<file path="config.mk">
export PLATFORM = sky130hd
export DESIGN_NAME = shift_iter
export DESIGN_NICKNAME = d
export VERILOG_FILES = /design/src/rtl/shift_iter.sv
export SDC_FILE = /design/constraint.sdc
export NUM_CORES = 1
export LEC_CHECK = 0
export ABC_AREA = 1
export CELL_PAD_IN_SITES_DETAIL_PLACEMENT = 1
export CELL_PAD_IN_SITES_GLOBAL_PLACEMENT = 2
export CORE_MARGIN = 2
export CORE_UTILIZATION = 26
export DETAILED_ROUTE_END_ITERATION = 7
export PLACE_DENSITY = 0.74
export RECOVER_POWER = 25
export SLEW_MARGIN = 20
export SYNTH_ARGS = -nofsm -noshare
export SYNTH_HDL_FRONTEND = slang
export SYNTH_SLANG_ARGS = --single-unit
export TNS_END_PERCENT = 50
</file>
<file path="constraint.sdc">
create_clock -name clk -period 1.4 [get_ports clk]
set_clock_uncertainty 0.1 [all_clocks]
set_input_delay 0.14 -clock clk [delete_from_list [all_inputs] [get_ports clk]]
set_output_delay 0.14 -clock clk [all_outputs]
set_load 0.02 [all_outputs]
</file>
<file path="src/rtl/shift_iter.sv">
`default_nettype none
// ============================================================================
// Module      : shift_iter
// Description : Multi-cycle serial shifter. A single-bit shift stage sits in
//               a feedback loop and is applied once per clock until the
//               requested shift amount is consumed. It uses a start/busy/valid
//               handshake.
//               Optional macro EARLY_TERM_EN: stop shifting as soon as the
//               working value can no longer change under the latched op.
// Revision    : 1.0 - initial release
// ============================================================================
module shift_iter #(
  parameter int WIDTH = 16,
  parameter int CNT_W = 4
) (
  input  logic             clk,
  input  logic             rst_n,
  input  logic             start,
  input  logic [WIDTH-1:0] in,
  input  logic [2:0]       op,
  input  logic [CNT_W-1:0] cnt,
  output logic             busy,
  output logic             valid,
  output logic             err,
  output logic [WIDTH-1:0] out
);

  localparam logic [2:0] OP_ROL = 3'b000;
  localparam logic [2:0] OP_ROR = 3'b001;
  localparam logic [2:0] OP_SLL = 3'b010;
  localparam logic [2:0] OP_SRA = 3'b011;
  localparam logic [2:0] OP_SRL = 3'b100;

  typedef enum logic [1:0] {
    S_IDLE  = 2'd0,
    S_SHIFT = 2'd1,
    S_DONE  = 2'd2
  } state_t;

  state_t           state_q, state_d;
  logic [WIDTH-1:0] wr_q, wr_d;
  logic [CNT_W-1:0] ctr_q, ctr_d;
  logic [2:0]       op_q, op_d;
  logic [WIDTH-1:0] out_q, out_d;
  logic [WIDTH-1:0] shifted;

  // Single-bit shift stage; its output is fed back into wr every SHIFT cycle.
  always_comb begin
    shifted = wr_q;
    case (op_q)
      OP_ROL:  shifted = {wr_q[WIDTH-2:0], wr_q[WIDTH-1]};
      OP_ROR:  shifted = {wr_q[0], wr_q[WIDTH-1:1]};
      OP_SLL:  shifted = {wr_q[WIDTH-2:0], 1'b0};
      OP_SRA:  shifted = {wr_q[WIDTH-1], wr_q[WIDTH-1:1]};
      OP_SRL:  shifted = {1'b0, wr_q[WIDTH-1:1]};
      default: shifted = wr_q;
    endcase
  end

`ifdef EARLY_TERM_EN
  logic saturated;

  // A value is a fixed point of the op: all-zero for every op, all-ones for
  // everything except the logical shifts, which would still pull in zeros.
  always_comb begin
    saturated = (wr_q == '0);
    if (op_q == OP_ROL || op_q == OP_ROR || op_q == OP_SRA) begin
      saturated = saturated || (wr_q == '1);
    end
  end
`endif

  // Next-state, datapath and result-register update.
  always_comb begin
    state_d = state_q;
    wr_d    = wr_q;
    ctr_d   = ctr_q;
    op_d    = op_q;
    out_d   = out_q;
    case (state_q)
      S_IDLE: begin
        if (start) begin
          wr_d  = in;
          ctr_d = cnt;
          op_d  = op;
          if (op > OP_SRL) begin
            // Illegal op: report immediately, shift amount ignored.
            state_d = S_DONE;
            out_d   = '0;
          end else if (cnt == '0) begin
            state_d = S_DONE;
            out_d   = in;
          end else begin
            state_d = S_SHIFT;
          end
        end
      end
      S_SHIFT: begin
`ifdef EARLY_TERM_EN
        if (saturated) begin
          state_d = S_DONE;
          out_d   = wr_q;
          ctr_d   = '0;
        end else
`endif
        begin
          wr_d  = shifted;
          ctr_d = ctr_q - CNT_W'(1);
          if (ctr_q == CNT_W'(1)) begin
            state_d = S_DONE;
            out_d   = shifted;
          end
        end
      end
      S_DONE: begin
        state_d = S_IDLE;
      end
      default: begin
        state_d = S_IDLE;
      end
    endcase
  end

  // State and datapath registers; reset abandons any operation in flight.
  always_ff @(posedge clk or negedge rst_n) begin
    if (!rst_n) begin
      state_q <= S_IDLE;
      wr_q    <= '0;
      ctr_q   <= '0;
      op_q    <= '0;
      out_q   <= '0;
    end else begin
      state_q <= state_d;
      wr_q    <= wr_d;
      ctr_q   <= ctr_d;
      op_q    <= op_d;
      out_q   <= out_d;
    end
  end

  assign busy  = (state_q != S_IDLE);
  assign valid = (state_q == S_DONE);
  assign err   = (state_q == S_DONE) && (op_q > OP_SRL);
  assign out   = out_q;

endmodule
`default_nettype wire

</file>
==> flow_metrics.env, run 1 <==
export IMPL_outcome="complete, but fails checks"
export IMPL_violations="negative setup slack"
export IMPL_cts_tree="done"
export IMPL_synth_compound_area_share_pct=13.4
export IMPL_die_area_mm2=0.0101
export IMPL_wire_per_inst_um=15.9
export IMPL_multiInputGateArea_mm2=0.00134
export IMPL_dr_pass1_iters=4
export IMPL_yosys_area_share_simple_pct=34.0
export IMPL_numCtsBuffers=5
export IMPL_synthesis_area_mm2=0.00242
export IMPL_nFillCells=1108
export IMPL_dpl_cell_area_mm2=0.00329
export IMPL_critPathMaxFanout=8
export IMPL_synth_fa_ha_area_share_pct=1.03
export IMPL_syn_to_final_growth_pct=55.4
export IMPL_drv_slew=0
export IMPL_drc=0
export IMPL_clockBufferDepth=2
export IMPL_antenna_found_initial=0
export IMPL_synth_top_family_by_area="simple AND/OR/NAND/NOR gates"
export IMPL_ys_async_sr_fraction_pct=100
export IMPL_die_w_um=100
export IMPL_fin_ws_ns=-0.112
export IMPL_min_path_type="input port to async pin"
export IMPL_synth_common_cells="131 x nand2_1, 41 x dfrtp_1, 37 x nand3_1, 29 x inv_1, 27 x nor2_1"
export IMPL_synth_edf_count=0
export IMPL_final_hold_viol_count=0
export IMPL_place_congestion=0.759
export IMPL_drive_gt1_share_pct=26.4
export IMPL_yosysWarnings=0
export IMPL_synth_cell_types=22
export IMPL_final_core_util_pct=41.1
export IMPL_peakVddDrop_mv=0.765
export IMPL_htreeDepth=2
export IMPL_netlist_top_cells_area="dfrtp_1 42%, nand2_1 20%, nand3_1 7.6%"
export IMPL_relSlewSlack_pct=40.0
export IMPL_fin_crit_ns=1.51
export IMPL_whs_ns=0.375
export IMPL_synth_xor_area_share_pct=0.362
export IMPL_design_area_mm2=0.00376
export IMPL_drv_cap=0
export IMPL_finalWirelength_um=8730
export IMPL_fmax_mhz=661
export IMPL_cp_arrival_ns=1.65
export IMPL_worstSetupStartpointType="flip-flop"
export IMPL_fin_crit_sh_pct=108
export IMPL_syn_num_nets=375
export IMPL_power_density_mw_per_mm2=2480
export IMPL_crit_type="flip-flop to flip-flop"
export IMPL_grt_pass1_wl_um=13500
export IMPL_cts_root_buffer="clkbuf_8"
export IMPL_grt_max_degree=30
export IMPL_setup_viol=36
export IMPL_cts_num_sinks=41
export IMPL_synth_ff_type="dfrtp_1"
export IMPL_grt_total_usage_pct=16.8
export IMPL_io_pins=45
export IMPL_initial_core_util_pct=26.5
export IMPL_ys_ff_latch=41
export IMPL_synth_area_leader_cell="dfrtp_1"
export IMPL_ys_seq_area_share_pct=42.4
export IMPL_leakage_nw=1.91
export IMPL_post_place_ws_ns=-0.287
export IMPL_num_vias=2608
export IMPL_tightest_slew_ns=0.900
export IMPL_vias_per_cell=4.74
export IMPL_num_antenna_cells=0
export IMPL_critPathCaptureType="flip-flop"
export IMPL_overflow=0
export IMPL_netlist_area_leader_share_pct=42.4
export IMPL_io_buffers=44
export IMPL_synth_cells=347
export IMPL_avgSynthCellArea_um2=6.98
export IMPL_finalPower_mw=9.33
export IMPL_cp_required_ns=1.54
export IMPL_final_nets=466
export IMPL_grt_pass1_vias=2743
export IMPL_rsz0062_at_grt="true"
export IMPL_core_mm2=0.00915
export IMPL_clock_latency_ns=0.30
export IMPL_synthMuxAreaShare_pct=0
export IMPL_hpwl_um=5530
export IMPL_seqCellArea_mm2=0.00103
export IMPL_dieHeight_um=100
export IMPL_clkTransAtPathRegs_ns=0.09
export IMPL_post_synth_top_count_cell="nand2_1"
export IMPL_std_cell_rows=35
export IMPL_initialDrtViolationCount=55
export IMPL_ant_nets=0
[kinds of logic after synthesis]
kind of cell,Yosys count
compound gates,55
xor+xnor,1
fa+ha+maj,2
buf+inv,48
flops,41
simple gates,200
[registers in the layout, indices dropped and copies added, names as in the netlist]
name / count
ctr_q: 4
out: 16
wr_q: 16
state_q: 2
op_q: 3
[power breakdown]
group	switching, mW	leakage [nW]	internal [mW]
registers	0.500	0.491	1.78
clock network	0.448	0.0542	0.447
logic	3.37	1.36	2.78
[cells in the final DEF, fill, tap and decap left out, types with 9 or more instances in the layout]
cell type          n
nand2_1          116
dfrtp_1           37
nand3_1           35
buf_4             34
inv_1             26
clkdlybuf4s50_1   24
nor2_1            22
o21ai_0           17
dlygate4sd2_1     16
nand2_2           12
a21oi_1            9
[final timing paths]
path / from / end / slack (ns) / depth (start not counted)
worst min register to register: out[10] / out[10] / 0.38 / 2
worst min-delay path: rst_n / out[2] / 0.38 / 2
max in group asynchronous: rst_n / wr_q[13] / 0.15 / 3
worst max register to register: state_q[1] / out[1] / -0.11 / 9
worst max-delay path: state_q[1] / out[1] / -0.11 / 9
min in group clk: out[10] / out[10] / 0.38 / 2
[layer usage]
metal  vias to the layer above  share of wire [%]  track usage [%]
met1                      1269                 48             22.2
met2                        38                 49             29.7
met3                         9                1.6             1.53
met4                         0                1.4             4.32
li1                       1292                  -                -
met5                         -                  0                0
[critical path, cell delays in order (launching register included)]
cell and delay [ns]:
dfrtp_1 0.42, inv_2 0.10, buf_6 0.10, o21ai_4 0.07, inv_2 0.08, nand2_2 0.06, nor2_4 0.21, clkbuf_16 0.21
nand2_1 0.06, nand2_1 0.05
[metrics by stage]
stage	std cells	setup TNS, ns
final	550	-2.39
after global routing	550	-7.52
after CTS	537	-0.976
after detailed placement	527	-6.46
after global placement	527	-4.83
after floorplan	347	0
[final cells by class]
| type | instances | area share (%) |
|---|---|---|
| Tap cell | 111 | 3.69 |
| Clock inverter | 1 | 0.133 |
| Multi-Input combinational cell | 258 | 35.7 |
| Inverter | 33 | 3.29 |
| Timing Repair Buffer | 99 | 27.2 |
| Sequential cell | 41 | 27.4 |
| Clock buffer | 7 | 2.56 |
[what timing repair did]
action / in CTS / in global routing
endpoints found under the setup margin: 53 / 41
endpoints found under the hold margin: 34 / 0
setup buffers: 1 / 8
resized for setup: 46 / 53
pin swaps: 0 / 13
hold buffers: 1 / 0
cloned: 0 / 5
Power figures use the tool's default switching activity.
==> inputs of run 2 (changes only) <==
SKIP_CTS_REPAIR_TIMING = 1   (was default)
==> flow_metrics.env, run 2 (synthesized netlist as in run 1, its figures left out) <==
export IMPL_drv_slew=0
export IMPL_power_density_mw_per_mm2=2510
export IMPL_rsz0062_at_grt="true"
export IMPL_whs_ns=0.382
export IMPL_most_common_layout_cells="96 x nand2_1, 39 x dfrtp_1, 32 x buf_4"
export IMPL_finalPower_mw=10.2
export IMPL_setup_viol=36
export IMPL_critPathMaxFanout=10
export IMPL_hpwl_um=5530
export IMPL_drive_gt1_share_pct=33.9
export IMPL_die_area_mm2=0.0101
export IMPL_wire_per_inst_um=16.9
export IMPL_nFillCells=1079
export IMPL_fin_crit_sh_pct=113
export IMPL_cp_num_buf_inv=2
export IMPL_initial_core_util_pct=26.5
export IMPL_clockBufferDepth=2
export IMPL_finalNonFillerCells=554
export IMPL_final_hold_viol_count=0
export IMPL_crit_family="simple AND/OR/NAND/NOR gates"
export IMPL_crit_slowest_cell="dfrtp_1"
export IMPL_crit_path_max_incr_delay_ns=0.44
export IMPL_cts_tree="done"
export IMPL_placedCellCount=527
export IMPL_cts_num_sinks=41
export IMPL_htreeDepth=2
export IMPL_cpMostUsedCell="nand2_1"
export IMPL_use_met2_pct=28.9
export IMPL_min_path_type="flip-flop to flip-flop"
export IMPL_fmax_mhz=630
export IMPL_clkTransAtPathRegs_ns=0.09
export IMPL_use_met3_pct=1.66
export IMPL_dr_pass1_iters=4
export IMPL_cts_root_buffer="clkbuf_8"
export IMPL_io_pins=45
export IMPL_num_vias=2680
export IMPL_met1_usage_pct=22.4
export IMPL_vias_per_cell=4.84
export IMPL_fin_crit_ns=1.59
export IMPL_grt_max_degree=30
export IMPL_drc=0
export IMPL_ant_nets=0
export IMPL_initialDrtViolationCount=111
export IMPL_antenna_found_initial=0
export IMPL_outcome="complete, but fails checks"
export IMPL_cp_required_ns=1.55
export IMPL_dieHeight_um=100
export IMPL_final_common_cell="nand2_1"
export IMPL_grt_pass1_wl_um=13400
export IMPL_worstSetupStartpointType="flip-flop"
export IMPL_leakage_nw=2.18
export IMPL_numCtsBuffers=5
export IMPL_relSlewSlack_pct=38.7
export IMPL_worstPathCellList="buf_6 > nor2_4 > clkbuf_16 > nand2_1 > o211ai_1 > nand2_2 > nand2_1 > nand2_1 > nand2_1"
export IMPL_peakVddDrop_mv=0.762
export IMPL_critPathCaptureType="flip-flop"
export IMPL_core_mm2=0.00915
export IMPL_grt_total_usage_pct=16.7
export IMPL_grt_pass1_vias=2726
export IMPL_die_w_um=100
export IMPL_overflow=0
export IMPL_busiest_layer="met2"
export IMPL_fin_ws_ns=-0.188
export IMPL_drv_cap=0
export IMPL_dpl_cell_area_mm2=0.00329
export IMPL_std_cell_rows=35
export IMPL_violations="negative setup slack"
export IMPL_post_place_ws_ns=-0.287
export IMPL_syn_to_final_growth_pct=68.5
export IMPL_crit_type="flip-flop to flip-flop"
export IMPL_tightest_slew_ns=0.919
export IMPL_io_buffers=44
export IMPL_final_nets=470
export IMPL_design_area_mm2=0.00408
export IMPL_place_congestion=0.759
export IMPL_num_antenna_cells=0
export IMPL_clock_latency_ns=0.30
export IMPL_finalWirelength_um=9360
export IMPL_cp_arrival_ns=1.74
-- run 2: area by class of cell --
class                           instances  area (um2)  share of cell area, %
Sequential cell                        41        1030                   25.2
Clock buffer                            7        96.3                   2.36
Timing Repair Buffer                  103        1190                   29.2
Inverter                               33         126                   3.10
Multi-Input combinational cell        258        1490                   36.6
Clock inverter                          1        5.00                  0.123
Tap cell                              111         139                   3.40
-- run 2: worst paths after layout --
kind                          from  endpoint  slack, ns  depth (start not counted)
max                        op_q[2]    out[6]      -0.19                          9
min                        out[10]   out[10]       0.38                          2
max reg2reg                op_q[2]    out[6]      -0.19                          9
min reg2reg                out[10]   out[10]       0.38                          2
max in group asynchronous    rst_n  wr_q[13]       0.14                          3
min in group asynchronous    rst_n    out[2]       0.39                          2
-- run 2: report_power, final --
| part | switching (mW) | internal, mW |
|---|---|---|
| Combinational | 3.78 | 3.27 |
| Clock | 0.457 | 0.447 |
| Sequential | 0.512 | 1.77 |
| Total | 4.75 | 5.49 |
-- run 2: stage by stage --
stage	utilization (%)	TNS (ns)
final	44.6	-4.28
after detailed placement	36.0	-6.46
after global routing	44.6	-7.81
after CTS	37.1	-5.82
after floorplan	-	0
after global placement	36.0	-4.83
-- run 2: worst register-to-register path: cells and delay by family, from the launching register on --
family          cells  cell delay, ns
compound gates      1            0.12
flops               1            0.44
buf+inv             2            0.36
simple gates        6            0.53
-- run 2: per-layer routing --
metal | wire, um | vias to the layer above | part of all wire (%)
li1 | - | 1305 | -
met1 | 4220 | 1327 | 45
met2 | 4780 | 39 | 51
met3 | 232 | 9 | 2.5
met4 | 131 | 0 | 1.4
met5 | 0 | - | 0
==> inputs of run 3 (changes only) <==
CORE_UTILIZATION = 31   (was 26)
DONT_BUFFER_PORTS = 1   (was default)
PLACE_DENSITY = 0.72   (was 0.74)
==> flow_metrics.env, run 3 (synthesized netlist as in run 1, its figures left out) <==
export IMPL_outcome="complete, but fails checks"
export IMPL_power_density_mw_per_mm2=2610
export IMPL_cts_root_buffer="clkbuf_8"
export IMPL_leakage_nw=1.72
export IMPL_drv_slew=0
export IMPL_grt_total_usage_pct=19.0
export IMPL_hpwl_um=5410
export IMPL_die_area_mm2=0.00853
export IMPL_final_hold_viol_count=18
export IMPL_ant_nets=0
export IMPL_io_buffers=0
export IMPL_htreeDepth=2
export IMPL_violations="negative hold slack, negative setup slack"
export IMPL_design_area_mm2=0.00352
export IMPL_clkTransAtPathRegs_ns=0.08
export IMPL_setup_viol=33
export IMPL_fin_crit_ns=1.53
export IMPL_clockBufferDepth=2
export IMPL_fin_ws_ns=-0.125
export IMPL_drv_cap=0
export IMPL_switchingPower_mw=4.42
export IMPL_cp_arrival_ns=1.29
export IMPL_most_common_layout_cells="113 x nand2_1, 36 x dfrtp_1, 25 x inv_1"
export IMPL_grt_pass1_vias=2528
export IMPL_initial_core_util_pct=31.7
export IMPL_dpl_cell_area_mm2=0.00281
export IMPL_wire_per_inst_um=17.8
export IMPL_final_common_cell="nand2_1"
export IMPL_num_antenna_cells=0
export IMPL_vias_per_cell=5.04
export IMPL_drc=0
export IMPL_critPathCaptureType="primary output"
export IMPL_cts_num_sinks=41
export IMPL_finalPower_mw=9.18
export IMPL_cp_required_ns=1.16
export IMPL_io_pins=45
export IMPL_grt_pass1_wl_um=12800
export IMPL_clockPowerShare_pct=8.8
export IMPL_core_mm2=0.00765
export IMPL_dr_pass1_iters=4
export IMPL_die_w_um=92.4
export IMPL_antenna_found_initial=0
export IMPL_cts_tree="done"
export IMPL_cellInternalPower_mw=4.76
export IMPL_rsz0062_at_grt="true"
export IMPL_critPathMaxFanout=3
export IMPL_pwr_share_seq_pct=28.2
export IMPL_drive_gt1_share_pct=32.2
export IMPL_place_congestion=0.739
export IMPL_min_path_type="input port to flip-flop"
export IMPL_tightest_slew_ns=0.612
export IMPL_fin_crit_sh_pct=109
export IMPL_final_setup_tns_ns=-1.34
export IMPL_clock_latency_ns=0.29
export IMPL_p_comb_share_pct=63.0
export IMPL_syn_to_final_growth_pct=45.5
export IMPL_std_cell_rows=32
export IMPL_num_vias=2514
export IMPL_crit_type="flip-flop to primary output"
export IMPL_final_nets=425
export IMPL_numCtsBuffers=5
export IMPL_fmax_mhz=656
export IMPL_peakVddDrop_mv=0.752
export IMPL_worstSetupStartpointType="flip-flop"
export IMPL_switching_share_pct=48.2
export IMPL_initialDrtViolationCount=79
export IMPL_finalWirelength_um=8880
export IMPL_whs_ns=-0.0391
export IMPL_overflow=0
export IMPL_dieHeight_um=92.4
export IMPL_relSlewSlack_pct=59.2
export IMPL_grt_max_degree=42
run 3: cell count changes in the layout (fill, tap and decap cells not counted), sizes merged:
cell / delta
clkbuf: -3
dlygate4sd3: +14
clkdlybuf4s50: -24
buf: -16
clkinv: -1
dlymetal6s2s: -16
run 3: metrics by stage:
| step | setup slack, ns | cells | utilization [%] |
|---|---|---|---|
| 2_1_floorplan | 0.00976 | 347 | - |
| 5_1_grt | -0.169 | 499 | 46.1 |
| 3_3_place_gp | -0.0170 | 466 | 36.8 |
| 6_report | -0.125 | 499 | 46.1 |
| 3_5_place_dp | -0.0652 | 466 | 36.8 |
| 4_1_cts | -0.156 | 473 | 37.9 |
run 3: cell type report:
| class | count | area, um2 |
|---|---|---|
| clock buffers | 7 | 86.3 |
| fillers | 929 | 4120 |
| inverters | 33 | 126 |
| multi-input cells | 258 | 1450 |
| flip-flops and latches | 41 | 1030 |
| well taps | 102 | 128 |
| repair buffers | 58 | 699 |
run 3: worst paths after layout:
| check | from | cells after the start | end | slack (ns) |
|---|---|---|---|---|
| max in group asynchronous | rst_n | 2 | state_q[1] | 0.41 |
| setup / recovery | op_q[2] | 5 | err | -0.13 |
| hold / removal | in[11] | 4 | out[11] | -0.04 |
| min in group asynchronous | rst_n | 2 | wr_q[14] | 0.36 |
| hold reg to reg | wr_q[4] | 2 | wr_q[4] | 0.48 |
| setup reg to reg | op_q[0] | 6 | wr_q[9] | -0.07 |
run 3: power groups by stage:
stage | clock (mW) | combinational (mW) | sequential, mW
5_1_grt | 0.871 | 6.43 | 2.68
4_1_cts | 0.846 | 4.45 | 2.47
2_1_floorplan | 0 | 2.74 | 2.37
3_5_place_dp | 0 | 4.44 | 2.48
6_report | 0.809 | 5.78 | 2.59
3_3_place_gp | 0 | 4.35 | 2.48
run 3: critical path, cell delays in order, from the launching register on:
cell and delay, ns:
dfrtp_2 0.42, buf_6 0.13, o21ai_4 0.07, buf_6 0.12, nor3_2 0.10, buf_4 0.16
run 3: routing by layer:
| metal | wire length, um | up-vias | GRT usage (%) |
|---|---|---|---|
| li1 | - | 1217 | - |
| met1 | 4040 | 1241 | 26.7 |
| met2 | 4490 | 45 | 30.9 |
| met3 | 272 | 11 | 3.50 |
| met4 | 80 | 0 | 3.73 |
| met5 | 0 | - | 0 |
